--- src/rtl/qos_wr_arbiter.sv ---
// -----------------------------------------------------------------------------
// qos_wr_arbiter
// Write-side arbiter in front of the QoS FIFO wrapper. At most one of NREQ
// masters is accepted per cycle. Age-promoted requesters win over
// high-bandwidth requesters (QoS[3]=1), which win over normal requesters.
// Inside each tier the choice is round-robin. A lock bit lets a master keep
// the port for a multi-beat burst.
//
// Ports
//   iWrClk, iWrResetn : write-side clock and asynchronous active-low reset
//   iReqValid/Data/QoS/Lock : per-requester request bundle (requester i at
//                       slice i of each flattened vector)
//   oReqReady         : one-hot combinational accept
//   iFull             : wrapper full flag; no beat is accepted while it is set
//   oWr/oWrData/oQoS  : registered write beat towards the wrapper
//   oGrant            : registered one-hot index of the last accepted requester
//   oStarve           : one-cycle pulse when the accepted beat was age-promoted
// -----------------------------------------------------------------------------
module qos_wr_arbiter #(
   parameter int NREQ    = 4,
   parameter int DSIZE   = 32,
   parameter int AGE_MAX = 15
) (
   input  logic                  iWrClk,
   input  logic                  iWrResetn,
   input  logic [NREQ-1:0]       iReqValid,
   input  logic [NREQ*DSIZE-1:0] iReqData,
   input  logic [NREQ*4-1:0]     iReqQoS,
   input  logic [NREQ-1:0]       iReqLock,
   output logic [NREQ-1:0]       oReqReady,
   input  logic                  iFull,
   output logic                  oWr,
   output logic [DSIZE-1:0]      oWrData,
   output logic [3:0]            oQoS,
   output logic [NREQ-1:0]       oGrant,
   output logic                  oStarve
);

   localparam int         IW      = $clog2(NREQ);
   localparam logic [7:0] AGE_LIM = 8'(AGE_MAX);

   typedef enum logic {ST_IDLE, ST_LOCKED} state_t;

   state_t          r_state, w_stateNext;
   logic [IW-1:0]   r_owner, w_ownerNext;
   logic [7:0]      r_lockIdle, w_lockIdleNext;
   logic [IW-1:0]   r_rrHi, r_rrNorm;
   logic [7:0]      r_age [NREQ];

   logic [NREQ-1:0] w_isHi, w_promo, w_hiReq, w_normReq;
   logic            w_found, w_winPromo, w_winHi, w_xfer;
   logic [IW-1:0]   w_win;
   logic [NREQ-1:0] w_winOh;

   // Returns {found, index}: first set bit of req scanning upward from ptr
   // with wrap-around at NREQ (NREQ need not be a power of two).
   function automatic logic [IW:0] rrPick(input logic [NREQ-1:0] req,
                                          input logic [IW-1:0]   ptr);
      logic          found;
      logic [IW-1:0] win;
      logic [IW:0]   pos;
      found = 1'b0;
      win   = '0;
      for (int k = 0; k < NREQ; k++) begin
         pos = {1'b0, ptr} + (IW+1)'(k);
         if (pos >= (IW+1)'(NREQ)) pos = pos - (IW+1)'(NREQ);
         if (!found && req[pos[IW-1:0]]) begin
            found = 1'b1;
            win   = pos[IW-1:0];
         end
      end
      return {found, win};
   endfunction

   function automatic logic [IW-1:0] nextPtr(input logic [IW-1:0] p);
      if (p == IW'(NREQ-1)) return '0;
      else                  return p + 1'b1;
   endfunction

   // Split valid requesters into the three priority tiers. A promoted
   // requester is taken out of its class tier so it is only seen once.
   always_comb begin
      w_isHi    = '0;
      w_promo   = '0;
      w_hiReq   = '0;
      w_normReq = '0;
      for (int i = 0; i < NREQ; i++) begin
         w_isHi[i]    = iReqQoS[i*4+3];
         w_promo[i]   = iReqValid[i] & (r_age[i] == AGE_LIM);
         w_hiReq[i]   = iReqValid[i] & w_isHi[i] & ~w_promo[i];
         w_normReq[i] = iReqValid[i] & ~w_isHi[i] & ~w_promo[i];
      end
   end

   // Winner selection. While locked only the owner is considered, but it
   // still reports its tier so the correct pointer advances and a promoted
   // owner still raises oStarve.
   always_comb begin
      w_found    = 1'b0;
      w_win      = '0;
      w_winPromo = 1'b0;
      w_winHi    = 1'b0;
      if (r_state == ST_IDLE) begin
         if (|w_promo) begin
            {w_found, w_win} = rrPick(w_promo, r_rrNorm);
            w_winPromo       = 1'b1;
         end else if (|w_hiReq) begin
            {w_found, w_win} = rrPick(w_hiReq, r_rrHi);
            w_winHi          = 1'b1;
         end else begin
            {w_found, w_win} = rrPick(w_normReq, r_rrNorm);
         end
      end else begin
         w_found    = iReqValid[r_owner];
         w_win      = r_owner;
         w_winPromo = w_promo[r_owner];
         w_winHi    = w_hiReq[r_owner];
      end
   end

   // Accept is gated by the reset input so no requester sees a ready while
   // the block is held in reset.
   always_comb begin
      w_winOh        = '0;
      w_winOh[w_win] = 1'b1;
      w_xfer         = w_found & ~iFull & iWrResetn;
      oReqReady      = w_xfer ? w_winOh : '0;
   end

   // Lock FSM next state. The idle counter measures consecutive cycles with
   // the owner absent; it freezes together with the FSM while the wrapper is
   // full.
   always_comb begin
      w_stateNext    = r_state;
      w_ownerNext    = r_owner;
      w_lockIdleNext = r_lockIdle;
      case (r_state)
         ST_IDLE: begin
            w_lockIdleNext = '0;
            if (w_xfer && iReqLock[w_win]) begin
               w_stateNext = ST_LOCKED;
               w_ownerNext = w_win;
            end
         end
         ST_LOCKED: begin
            if (iReqValid[r_owner]) begin
               w_lockIdleNext = '0;
               if (w_xfer && !iReqLock[r_owner]) w_stateNext = ST_IDLE;
            end else if (!iFull) begin
               w_lockIdleNext = r_lockIdle + 8'd1;
               if (w_lockIdleNext >= AGE_LIM) begin
                  w_stateNext    = ST_IDLE;
                  w_lockIdleNext = '0;
               end
            end
         end
         default: w_stateNext = ST_IDLE;
      endcase
   end

   // FSM, owner and lock-timeout registers.
   always_ff @(posedge iWrClk or negedge iWrResetn) begin
      if (!iWrResetn) begin
         r_state    <= ST_IDLE;
         r_owner    <= '0;
         r_lockIdle <= '0;
      end else begin
         r_state    <= w_stateNext;
         r_owner    <= w_ownerNext;
         r_lockIdle <= w_lockIdleNext;
      end
   end

   // Round-robin pointers: promoted and normal grants share the normal
   // pointer, high-bandwidth grants move the high pointer.
   always_ff @(posedge iWrClk or negedge iWrResetn) begin
      if (!iWrResetn) begin
         r_rrHi   <= '0;
         r_rrNorm <= '0;
      end else if (w_xfer) begin
         if (w_winHi) r_rrHi   <= nextPtr(w_win);
         else         r_rrNorm <= nextPtr(w_win);
      end
   end

   // Age counters: count waiting cycles of valid normal-class requesters,
   // saturating at the promotion threshold. They keep counting during
   // backpressure and while another requester holds the lock.
   always_ff @(posedge iWrClk or negedge iWrResetn) begin
      if (!iWrResetn) begin
         for (int i = 0; i < NREQ; i++) r_age[i] <= '0;
      end else begin
         for (int i = 0; i < NREQ; i++) begin
            if (!iReqValid[i] || w_isHi[i] || oReqReady[i]) r_age[i] <= '0;
            else if (r_age[i] != AGE_LIM)                   r_age[i] <= r_age[i] + 8'd1;
         end
      end
   end

   // Output beat register: loads on an accept, otherwise only the strobe and
   // starve pulse drop while data, QoS and grant hold their last values.
   always_ff @(posedge iWrClk or negedge iWrResetn) begin
      if (!iWrResetn) begin
         oWr     <= 1'b0;
         oWrData <= '0;
         oQoS    <= '0;
         oGrant  <= '0;
         oStarve <= 1'b0;
      end else if (w_xfer) begin
         oWr     <= 1'b1;
         oWrData <= iReqData[int'(w_win)*DSIZE +: DSIZE];
         oQoS    <= iReqQoS[int'(w_win)*4 +: 4];
         oGrant  <= w_winOh;
         oStarve <= w_winPromo;
      end else begin
         oWr     <= 1'b0;
         oStarve <= 1'b0;
      end
   end

endmodule

--- config.mk ---
export PLATFORM = sky130hd
export DESIGN_NAME = qos_wr_arbiter
export DESIGN_NICKNAME = d
export VERILOG_FILES = /design/src/rtl/qos_wr_arbiter.sv
export SDC_FILE = /design/constraint.sdc
export NUM_CORES = 1
export LEC_CHECK = 0
export ABC_AREA = 1
export CAP_MARGIN = 15
export CORE_MARGIN = 3
export CORE_UTILIZATION = 45
export DETAILED_ROUTE_END_ITERATION = 10
export GPL_TIMING_DRIVEN = 0
export PLACE_DENSITY = 0.78
export SLEW_MARGIN = 25
export SYNTH_ARGS = -nofsm -noshare
export SYNTH_HDL_FRONTEND = slang
export SYNTH_SLANG_ARGS = --single-unit
export TNS_END_PERCENT = 20
--- constraint.sdc ---
create_clock -name iWrClk -period 7.35 [get_ports iWrClk]
set_input_delay 1.47 -clock iWrClk [delete_from_list [all_inputs] [get_ports iWrClk]]
set_output_delay 1.47 -clock iWrClk [all_outputs]
set_load 0.1 [all_outputs]
* Yosys cells after proc, flatten, opt, wreduce, memory -nomap -nowiden
Index checks and enable logic that the tools add are counted.
** Word-level totals
- Flip-flop bits (word level) :: 89
- Word-level logic and storage cells :: 303
** Cells by class
- $lt $le $gt $ge :: 24
- Shift-type cells :: 2
- Multiplexer cells :: 157
- $add $sub $neg :: 20
- Reductions and logical operators :: 43
- Eq/ne operators :: 10
- Bitwise logic cells :: 33
** Operator list (number)
- $shiftx 128x8->32 :: 1
- $mux 2 :: 56
- $mux 8 :: 11
- $mux 1 :: 69
- $lt 2x3->1 const B :: 14
- $add 8x1->8 const B :: 5
- $bmux 1 s2 :: 17
- $eq 8x4->1 const B :: 4
- $ne 8x4->1 const B :: 4
- $and 1x1->1 :: 22
- $ge 3x3->1 const B :: 6
- $pmux 8 s2 :: 1
- $shiftx 16x5->4 :: 1
- $sub 2x1->2 const B :: 8
- $logic_not 1->1 :: 14
- $add 2x2->3 const B :: 4
- $logic_and 1x1->1 :: 12
- $not 1->1 :: 11
- $ge 8x4->1 const B :: 1
- $logic_or 1x1->1 :: 8
- $reduce_bool 2->1 :: 4
- $reduce_or 4->1 :: 2
- $add 2x1->3 const B :: 2
- $ge 2x3->1 const B :: 2
- 8 further kinds :: 10

* Longest topological paths before layout
Gate-level depths: netlist (run 1).
- Depth after elaboration :: 39
- Depth in mapped cells :: 25
- Gate-level depth less buffers :: 23

* Worst setup path after synthesis (run 1)
No wires, ideal clock.
- Kind :: input-to-output
- From :: in iReqValid[2]
- To :: out oReqReady[1]
- Buffers on the path :: 2
- Path slack :: 2229 ps
- Required time :: 5880 ps
- Stages on the path :: 17
- Arrival time :: 3651 ps
- Path through :: inv_1 > nor2_1 > nand3_1 > nand2_1 > nand2_1 > nand2_1 > nand3_1 > nand3_1 > nand3_1 > nand2_1 > nand2_2 > nand2_4 > buf_6 > buf_2 > ha_1 > nand2_1 > inv_1
** On the way
- Cells in the longest elaborated chain, start to end :: 32
- Elaborated cells on any way between the ends :: 114
- Those cells by class :: 2 x order compare; 83 x mux; 8 x bitwise; 21 x reduce/logical
** RTL lines
- start, declared :: RTL line 26 : input logic [NREQ-1:0] iReqValid,
- $and 1x1->1 :: RTL line 89 : w_promo[i] = iReqValid[i] & (r_age[i] == AGE_LIM);
- $not 1->1 :: RTL line 90, 91
- $and 1x1->1, on equally long branches :: RTL line 91, 90
- $bmux 1 s2 :: RTL line 67 : if (!found && req[pos[IW-1:0]]) begin
- $mux 1 (not written as such) :: RTL line 67
- $mux 1 :: RTL line 67
- $mux 1 :: RTL line 107 : end else if (|w_hiReq) begin
- $mux 1 :: RTL line 104 : if (|w_promo) begin
- [17 not listed]
- $mux 2 (*) :: RTL line 104
- $mux 2 (*) :: RTL line 103 : if (r_state == ST_IDLE) begin
- $lt 2x3->1 (not written as such) / $ge 2x1->1 (equally long branches) :: RTL line 125 : w_winOh[w_win] = 1'b1;
- $logic_and 1x1->1 (not written as such) :: RTL line 125
- $mux 1 (not written as such) :: RTL line 125
- $demux 1 s2 (*) :: RTL line 125
- net w_winOh[1] :: RTL line 53 : logic [NREQ-1:0] w_winOh;
- $mux 4 (*) :: RTL line 127 : oReqReady = w_xfer ? w_winOh : '0;
- end, declared :: RTL line 30 : output logic [NREQ-1:0] oReqReady,
The timed path passes the listed nets; every way through them passes the cells marked *. The select of a mux whose other input is x is not followed.

* Final worst setup path (run 1)
- From :: in iReqValid[1]
- To :: out oReqReady[1]
The elaborated chain is that of the path after synthesis.

==> run_results.csv, run 1 <==
group,metric,value,unit
sta,worst_clock_skew,6.93,ps
critical_path,worstSetupStartpoint,"iReqValid[1]",
critical_path,r2r_end,"r_age[16]$_DFFE_PN0P_",
clock_network,cts_resized,0,
synthesis,synthDistinctLibCells,38,
placed_design,portBuffers,200,
grt,grt.overflow.total,0,
power,internal_power,1.87,mW
critical_path,crit_required,5880,ps
critical_path,rrSetupSlack,3970,ps
route,drt-initial-drc-count,439,
cells_and_area,drive_gt1_frac,0.0911,
placed_design,dp_hpwl,15900,um
route,drtPass1Iterations,5,
hold_path,hp-class,"flip-flop to flip-flop",
critical_path,rr_worst_depth,22,
synthesis,synthFlopType,"dfrtp_1",
die,row_count,43,
synthesis,synthSimpleGateAreaFrac,0.441,
grt,grt_max_degree,55,
clock_network,cts_sinks,89,
power,p_sw,2.46,mW
synthesis,yosysTopAreaCell,"dfrtp_1",
synthesis,synthAdderAreaFrac,0.0135,
route,wirelength,20500,um
synthesis,synth_top_family_by_area,"simple AND/OR/NAND/NOR gates",
synthesis,netlist_instances,991,
critical_path,cp-endpoint,"oReqReady[1]",
placed_design,dpl_cell_area,8740,sq um
sta,finalHoldViolCount,0,
sta,max_slew_margin,0.275,
cells_and_area,final_cell_area,9080,sq um
critical_path,endpoint_kind,"primary output",
synthesis,syn_avg_cell_area,6.54,sq um
die,die_h,126,um
power,ir_worst_vdd,0.000314,V
synthesis,yosysSeqAreaShare,0.343,
power,switching_share,0.568,
die,initial_core_util,0.464,
synthesis,yosys.area.top_type_share,0.343,
sta,finalSetupViolations,0,
die,dieArea,15900,sq um
die,coreArea,14000,sq um
sta,final-max-slew-violation-count,0,
clock_network,cts_tree,"done",
cells_and_area,diodes,0,
sta,post-route-min-period,6940,ps
cells_and_area,finalNetCount,1365,
sta,timing.fmax,144,MHz
clock_network,cts-buffers-inserted,9,
placed_design,place.gp.congestion,0.886,
power,p_leak,4.54,nW
critical_path,start_kind,"input port",
critical_path,r2r_start,"r_age[24]$_DFFE_PN0P_",
synthesis,synth_nets,1153,
synthesis,yosys_warnings,0,
run,maxCapViolCount,0,
cells_and_area,fill_cells,1270,
clock_network,clkTransAtPathRegs,60,ps
cells_and_area,postLayoutCoreUtil,0.649,
route,ant_nets,0,
die,io-pin-count,201,
synthesis,synth.cell_area,6480,sq um
synthesis,synthXorXnorAreaFrac,0.0241,
sta,grt_setup_unrepaired,"no",
cells_and_area,multi_input_area,3650,sq um
route,viasPerCell,5.06,
critical_path,arrival,5470,ps
clock_network,hold_buffers,0,
cells_and_area,area.sequential,2230,sq um
clock_network,cts.path.max_buffers,2,
route,vias,7028,
route,routedWlPerCell,14.8,um
power,pwr-share-comb,0.715,
clock_network,cts_setup_buffers,0,
synthesis,synth_edf_count,0,
die,fp.dieW,126,um
synthesis,ys_ff_latch,89,
grt,antenna_found_initial,0,
grt,gr-usage-all-layers,0.260,
critical_path,cp_max_fo,10,
critical_path,worst-setup-path-type,"input port to primary output",
synthesis,synth_compound_area_frac,0.0845,
route,drc,0,
synthesis,synth_area_leaders,"dfrtp_1 34%, nand2_1 26%, nand3_1 5.2%, inv_1 5.1%, o211ai_1 4.4%",
clock_network,cts-root-buf,"clkbuf_16",
clock_network,insertion_delay,350,ps
power,power_density,477,nW/um^2
synthesis,muxShareOfSynthArea,0,
cells_and_area,syn_to_final_growth,40.0,%
clock_network,h-tree-depth,3,
status,status,"complete, no violations",
synthesis,async_flop_share,1.00,
sta,worst_slew_pin_slew,1080,ps
grt,grt_pass1_vias,6797,
power,p_clk_frac,0.123,
sta,finalCritPeriodShare,0.945,
sta,tns,0,ps
power,p_seq_frac,0.162,
grt,grt_pass1_wl,33400,um
## cell type report
cell class,count,area share
tap,180,0.0248
clock inverter,5,0.0114
multi-input combinational,769,0.402
sequential,89,0.245
buffer,38,0.0274
timing repair buffer,201,0.224
inverter,95,0.0393
clock buffer,11,0.0256
## per-layer routing
layer	wire length [um]	track usage	vias up	share of wire
met2	9980	0.449	262	0.49
met1	8620	0.324	3184	0.42
li1	-	-	3551	-
met5	0	0	-	0
met4	383	0.0757	0	0.019
met3	1530	0.0602	31	0.075
## power groups by stage
stage                     clock, mW  combinational [mW]  sequential, mW
final                         0.531                3.10           0.704
after global routing          0.560                3.34           0.721
after CTS                     0.540                3.09           0.703
after detailed placement          0                3.08           0.704
after global placement            0                3.06           0.707
after floorplan                   0                1.56            1.42
## cell families (layout without fill, tap and decap cells)
group | after synthesis | after routing
compound gates | 84 | 84
xor+xnor | 17 | 17
fa+ha+maj | 7 | 7
buf+inv | 133 | 350
flops | 89 | 89
simple gates | 661 | 661
## placed cells by master, fill, tap and decap left out, drive strengths merged, types with 2 or more instances in the layout
master | Yosys | final
a211oi | 3 | 3
a21oi | 10 | 10
and3 | 2 | 2
buf | 33 | 35
bufinv | 0 | 3
clkbuf | 5 | 16
clkdlybuf4s50 | 0 | 199
clkinv | 0 | 2
dfrtp | 89 | 89
ha | 7 | 7
inv | 95 | 95
nand2 | 473 | 473
nand3 | 78 | 78
nand4 | 12 | 12
nor2 | 77 | 77
nor3 | 15 | 15
o2111ai | 2 | 2
o211ai | 38 | 38
o21ai | 25 | 25
o22ai | 4 | 4
xnor2 | 6 | 6
xor2 | 11 | 11
## sequential cells by signal (all words and copies together), names as in the netlist
signal / flops
r_lockIdle: 8
r_rrHi: 2
oGrant: 4
oStarve: 1
r_rrNorm: 2
oWrData: 32
oWr: 1
r_state: 1
r_age: 32
oQoS: 4
r_owner: 2
## critical path, stage by stage
cell	delay [ps]
clkdlybuf4s50_1	610
inv_1	70
nor2_1	250
nand3_1	180
nand2_1	110
nand2_1	50
nand2_1	120
nand3_1	120
nand3_1	90
nand3_1	90
nand2_1	90
nand2_2	80
nand2_4	140
buf_6	190
buf_2	250
ha_1	180
nand2_1	150
inv_1	90
clkdlybuf4s50_1	1120
## worst min-delay path by stage
stage	start	end	slack [ps]	cells after the start
floorplan	r_age[16]$_DFFE_PN0P_	r_age[16]$_DFFE_PN0P_	470	1
global placement	oQoS[2]$_DFFE_PN0P_	oQoS[2]$_DFFE_PN0P_	460	2
detailed placement	oQoS[3]$_DFFE_PN0P_	oQoS[3]$_DFFE_PN0P_	460	2
CTS	oWrData[26]$_DFFE_PN0P_	oWrData[26]$_DFFE_PN0P_	490	2
global route	oWrData[25]$_DFFE_PN0P_	oWrData[25]$_DFFE_PN0P_	520	2
finish	oWrData[2]$_DFFE_PN0P_	oWrData[2]$_DFFE_PN0P_	480	2
## stage by stage
step	total power, mW	hold WS, ps	setup slack (ps)	instances
after floorplan	2.98	473	2230	991
final	4.33	484	406	1388
after CTS	4.33	486	431	1388
after detailed placement	3.79	465	466	1372
after global routing	4.62	519	119	1388
after global placement	3.77	462	-1310	1371
## synth_stat cells (4+ instances only)
cell and number:
buf_2 22, inv_2 7, nand4_1 12, nor3_1 15
nor2_1 64, buf_6 9, nand3_1 68, nor2_4 7
a21oi_1 8, nand2_2 25, o211ai_1 38, dfrtp_1 89
o22ai_1 4, xnor2_1 5, ha_1 7, clkbuf_1 5
o21ai_0 22, nand3_2 8, nor2_2 6, inv_1 88
xor2_1 11, nand2_1 446
Power figures use the tool's default switching activity.
==> run 2: changes to the inputs <==
--- a/config.mk
+++ b/config.mk
@@ -11,7 +11,7 @@
 export CORE_UTILIZATION = 45
 export DETAILED_ROUTE_END_ITERATION = 10
 export GPL_TIMING_DRIVEN = 0
-export PLACE_DENSITY = 0.78
+export PLACE_DENSITY = 0.88
 export SLEW_MARGIN = 25
 export SYNTH_ARGS = -nofsm -noshare
 export SYNTH_HDL_FRONTEND = slang
==> run 2 against run 1 <==
Count of clock-buffer cells in the layout did not move. Clock skew grew 4.2 ps. First-iteration DRC count down 7.3%. Clock power is 18% lower. Wire length down 0.98%. Sequential share of layout area grew 0.17 points. Cell count unchanged. Power decreased by 2.3%. Maximum frequency rose by 1.0%. Sequential cell count stayed put. Sequential power about the same. Critical path type unchanged.
==> run_results.csv, run 2 (same netlist as run 1, synthesis figures left out) <==
group,metric,value,unit
route,drt-initial-drc-count,407,
clock_network,cts_resized,0,
cells_and_area,area.sequential,2230,sq um
die,row_count,43,
critical_path,start_kind,"input port",
critical_path,r2r_start,"r_age[24]$_DFFE_PN0P_",
placed_design,dp_cells,1372,
clock_network,h-tree-depth,3,
die,die_h,126,um
route,routedWlPerCell,14.6,um
sta,worst_slew_pin_slew,1070,ps
critical_path,worstPathCellList,"clkdlybuf4s50_1 -> inv_1 -> nor2_1 -> nand3_1 -> nand2_1 -> nand2_1 -> nand2_1 -> nand3_1 -> nand3_1 -> nand3_1 -> nand2_1 -> nand2_2 -> nand2_4 -> buf_6 -> buf_2 -> ha_1 -> nand2_1 -> inv_1 -> clkdlybuf4s50_1",
grt,gr-usage-all-layers,0.257,
critical_path,r2r_end,"r_age[16]$_DFFE_PN0P_",
cells_and_area,multi_input_area,3650,sq um
critical_path,endpoint_kind,"primary output",
placed_design,place.gp.congestion,0.917,
die,initial_core_util,0.464,
critical_path,crit_required,5880,ps
route,vias,7109,
placed_design,portBuffers,200,
critical_path,cp_slowest_cell,"clkdlybuf4s50_1",
die,io-pin-count,201,
sta,worst_clock_skew,11.1,ps
cells_and_area,final_cell_mix,"446 x nand2_1, 199 x clkdlybuf4s50_1, 89 x dfrtp_1, 88 x inv_1, 68 x nand3_1",
hold_path,hold_end,"oWrData[4]$_DFFE_PN0P_",
sta,final-max-slew-violation-count,0,
sta,finalCritPeriodShare,0.935,
sta,finalHoldViolCount,0,
run,maxCapViolCount,0,
route,viasPerCell,5.12,
die,coreArea,14000,sq um
status,status,"complete, no violations",
route,wirelength,20300,um
sta,max_slew_margin,0.284,
die,fp.dieW,126,um
hold_path,worstHoldStart,"oWrData[4]$_DFFE_PN0P_",
clock_network,cts-buffers-inserted,9,
power,p_leak,4.51,nW
grt,grt_pass1_wl,33300,um
cells_and_area,layout_commonest_cell,"nand2_1",
critical_path,cpPeakStageDelay,1120,ps
clock_network,cts_tree,"done",
cells_and_area,reg.largest.list,"oWrData (32), r_age (32), r_lockIdle (8)",
grt,grt.overflow.total,0,
sta,post-route-min-period,6870,ps
critical_path,arrival,5400,ps
clock_network,clkTransAtPathRegs,60,ps
grt,antenna_found_initial,0,
grt,grt_pass1_vias,6939,
clock_network,insertion_delay,360,ps
cells_and_area,diodes,0,
hold_path,holdPathStages,2,
sta,finalSetupViolations,0,
critical_path,cp_max_fo,10,
route,drtPass1Iterations,5,
cells_and_area,syn_to_final_growth,39.0,%
critical_path,worst-setup-path-type,"input port to primary output",
route,drc,0,
power,power,4.23,mW
cells_and_area,drive_gt1_frac,0.0919,
cells_and_area,finalNetCount,1365,
cells_and_area,fill_cells,1250,
power,power_density,469,nW/um^2
clock_network,cts-root-buf,"clkbuf_16",
route,ant_nets,0,
sta,grt_setup_unrepaired,"no",
sta,timing.fmax,146,MHz
clock_network,cts_sinks,89,
cells_and_area,fin_cells,1388,
power,ir_worst_vdd,0.000458,V
clock_network,hold_buffers,0,
hold_path,hp-class,"flip-flop to flip-flop",
grt,grt_max_degree,48,
clock_network,cts.path.max_buffers,2,
critical_path,cpMostUsedCell,"nand2_1",
critical_path,rr_worst_depth,22,
placed_design,dp_hpwl,16000,um
clock_network,cts_setup_buffers,0,
die,dieArea,15900,sq um
critical_path,rrSetupSlack,3930,ps
-- run 2: layer usage --
metal,track usage,part of all wire,vias up
met5,0,0,-
met4,0.102,0.037,0
met3,0.0581,0.067,52
met2,0.452,0.50,258
met1,0.303,0.39,3239
li1,-,-,3560
-- run 2: worst max path at each step --
| stage | startpoint | end | cells past startpoint |
|---|---|---|---|
| finish | iReqValid[3] | oReqReady[1] | 19 |
| global route | iReqValid[1] | oReqReady[1] | 19 |
| detailed placement | iReqValid[1] | oReqReady[1] | 19 |
| CTS | iReqValid[1] | oReqReady[1] | 19 |
| floorplan | iReqValid[2] | oReqReady[1] | 17 |
| global placement | iWrResetn | oReqReady[0] | 8 |
-- run 2: cell type report --
cell class              count  share of cell area
multi-input cells         769               0.405
clock inverters             5             0.00347
well taps                 180              0.0250
inverters                  95              0.0396
flip-flops and latches     89               0.247
repair buffers            201               0.225
plain buffers              38              0.0276
clock buffers              11              0.0269
-- run 2: critical path: cells and delay by family --
family | cells | cell delay (ps)
buf+inv | 6 | 2350
fa+ha+maj | 1 | 190
simple gates | 12 | 1390
-- run 2: through the flow --
| step | area [sq um] | setup TNS (ps) | setup WS (ps) | hold WS (ps) | util |
|---|---|---|---|---|---|
| detailed placement | 8740 | 0 | 495 | 464 | 0.625 |
| CTS | 9010 | 0 | 477 | 480 | 0.644 |
| global route | 9010 | 0 | 205 | 496 | 0.644 |
| finish | 9010 | 0 | 477 | 480 | 0.644 |
| floorplan | 6480 | 0 | 2230 | 473 | - |
| global placement | 8710 | -5230 | -1330 | 462 | 0.623 |
-- run 2: power by group --
group / total, mW / switching [mW] / internal (mW)
clock: 0.436 / 0.199 / 0.237
sequential: 0.703 / 0.0851 / 0.618
combinational: 3.09 / 2.17 / 0.922
total: 4.23 / 2.45 / 1.78
==> run 3: changes to the inputs <==
--- a/config.mk
+++ b/config.mk
@@ -9,6 +9,7 @@
 export CAP_MARGIN = 15
 export CORE_MARGIN = 3
 export CORE_UTILIZATION = 45
+export CTS_CLUSTER_SIZE = 14
 export DETAILED_ROUTE_END_ITERATION = 10
 export GPL_TIMING_DRIVEN = 0
 export PLACE_DENSITY = 0.88
==> results of run 3 <==
Final layout, timing and power as in run 2 (identical DEF).
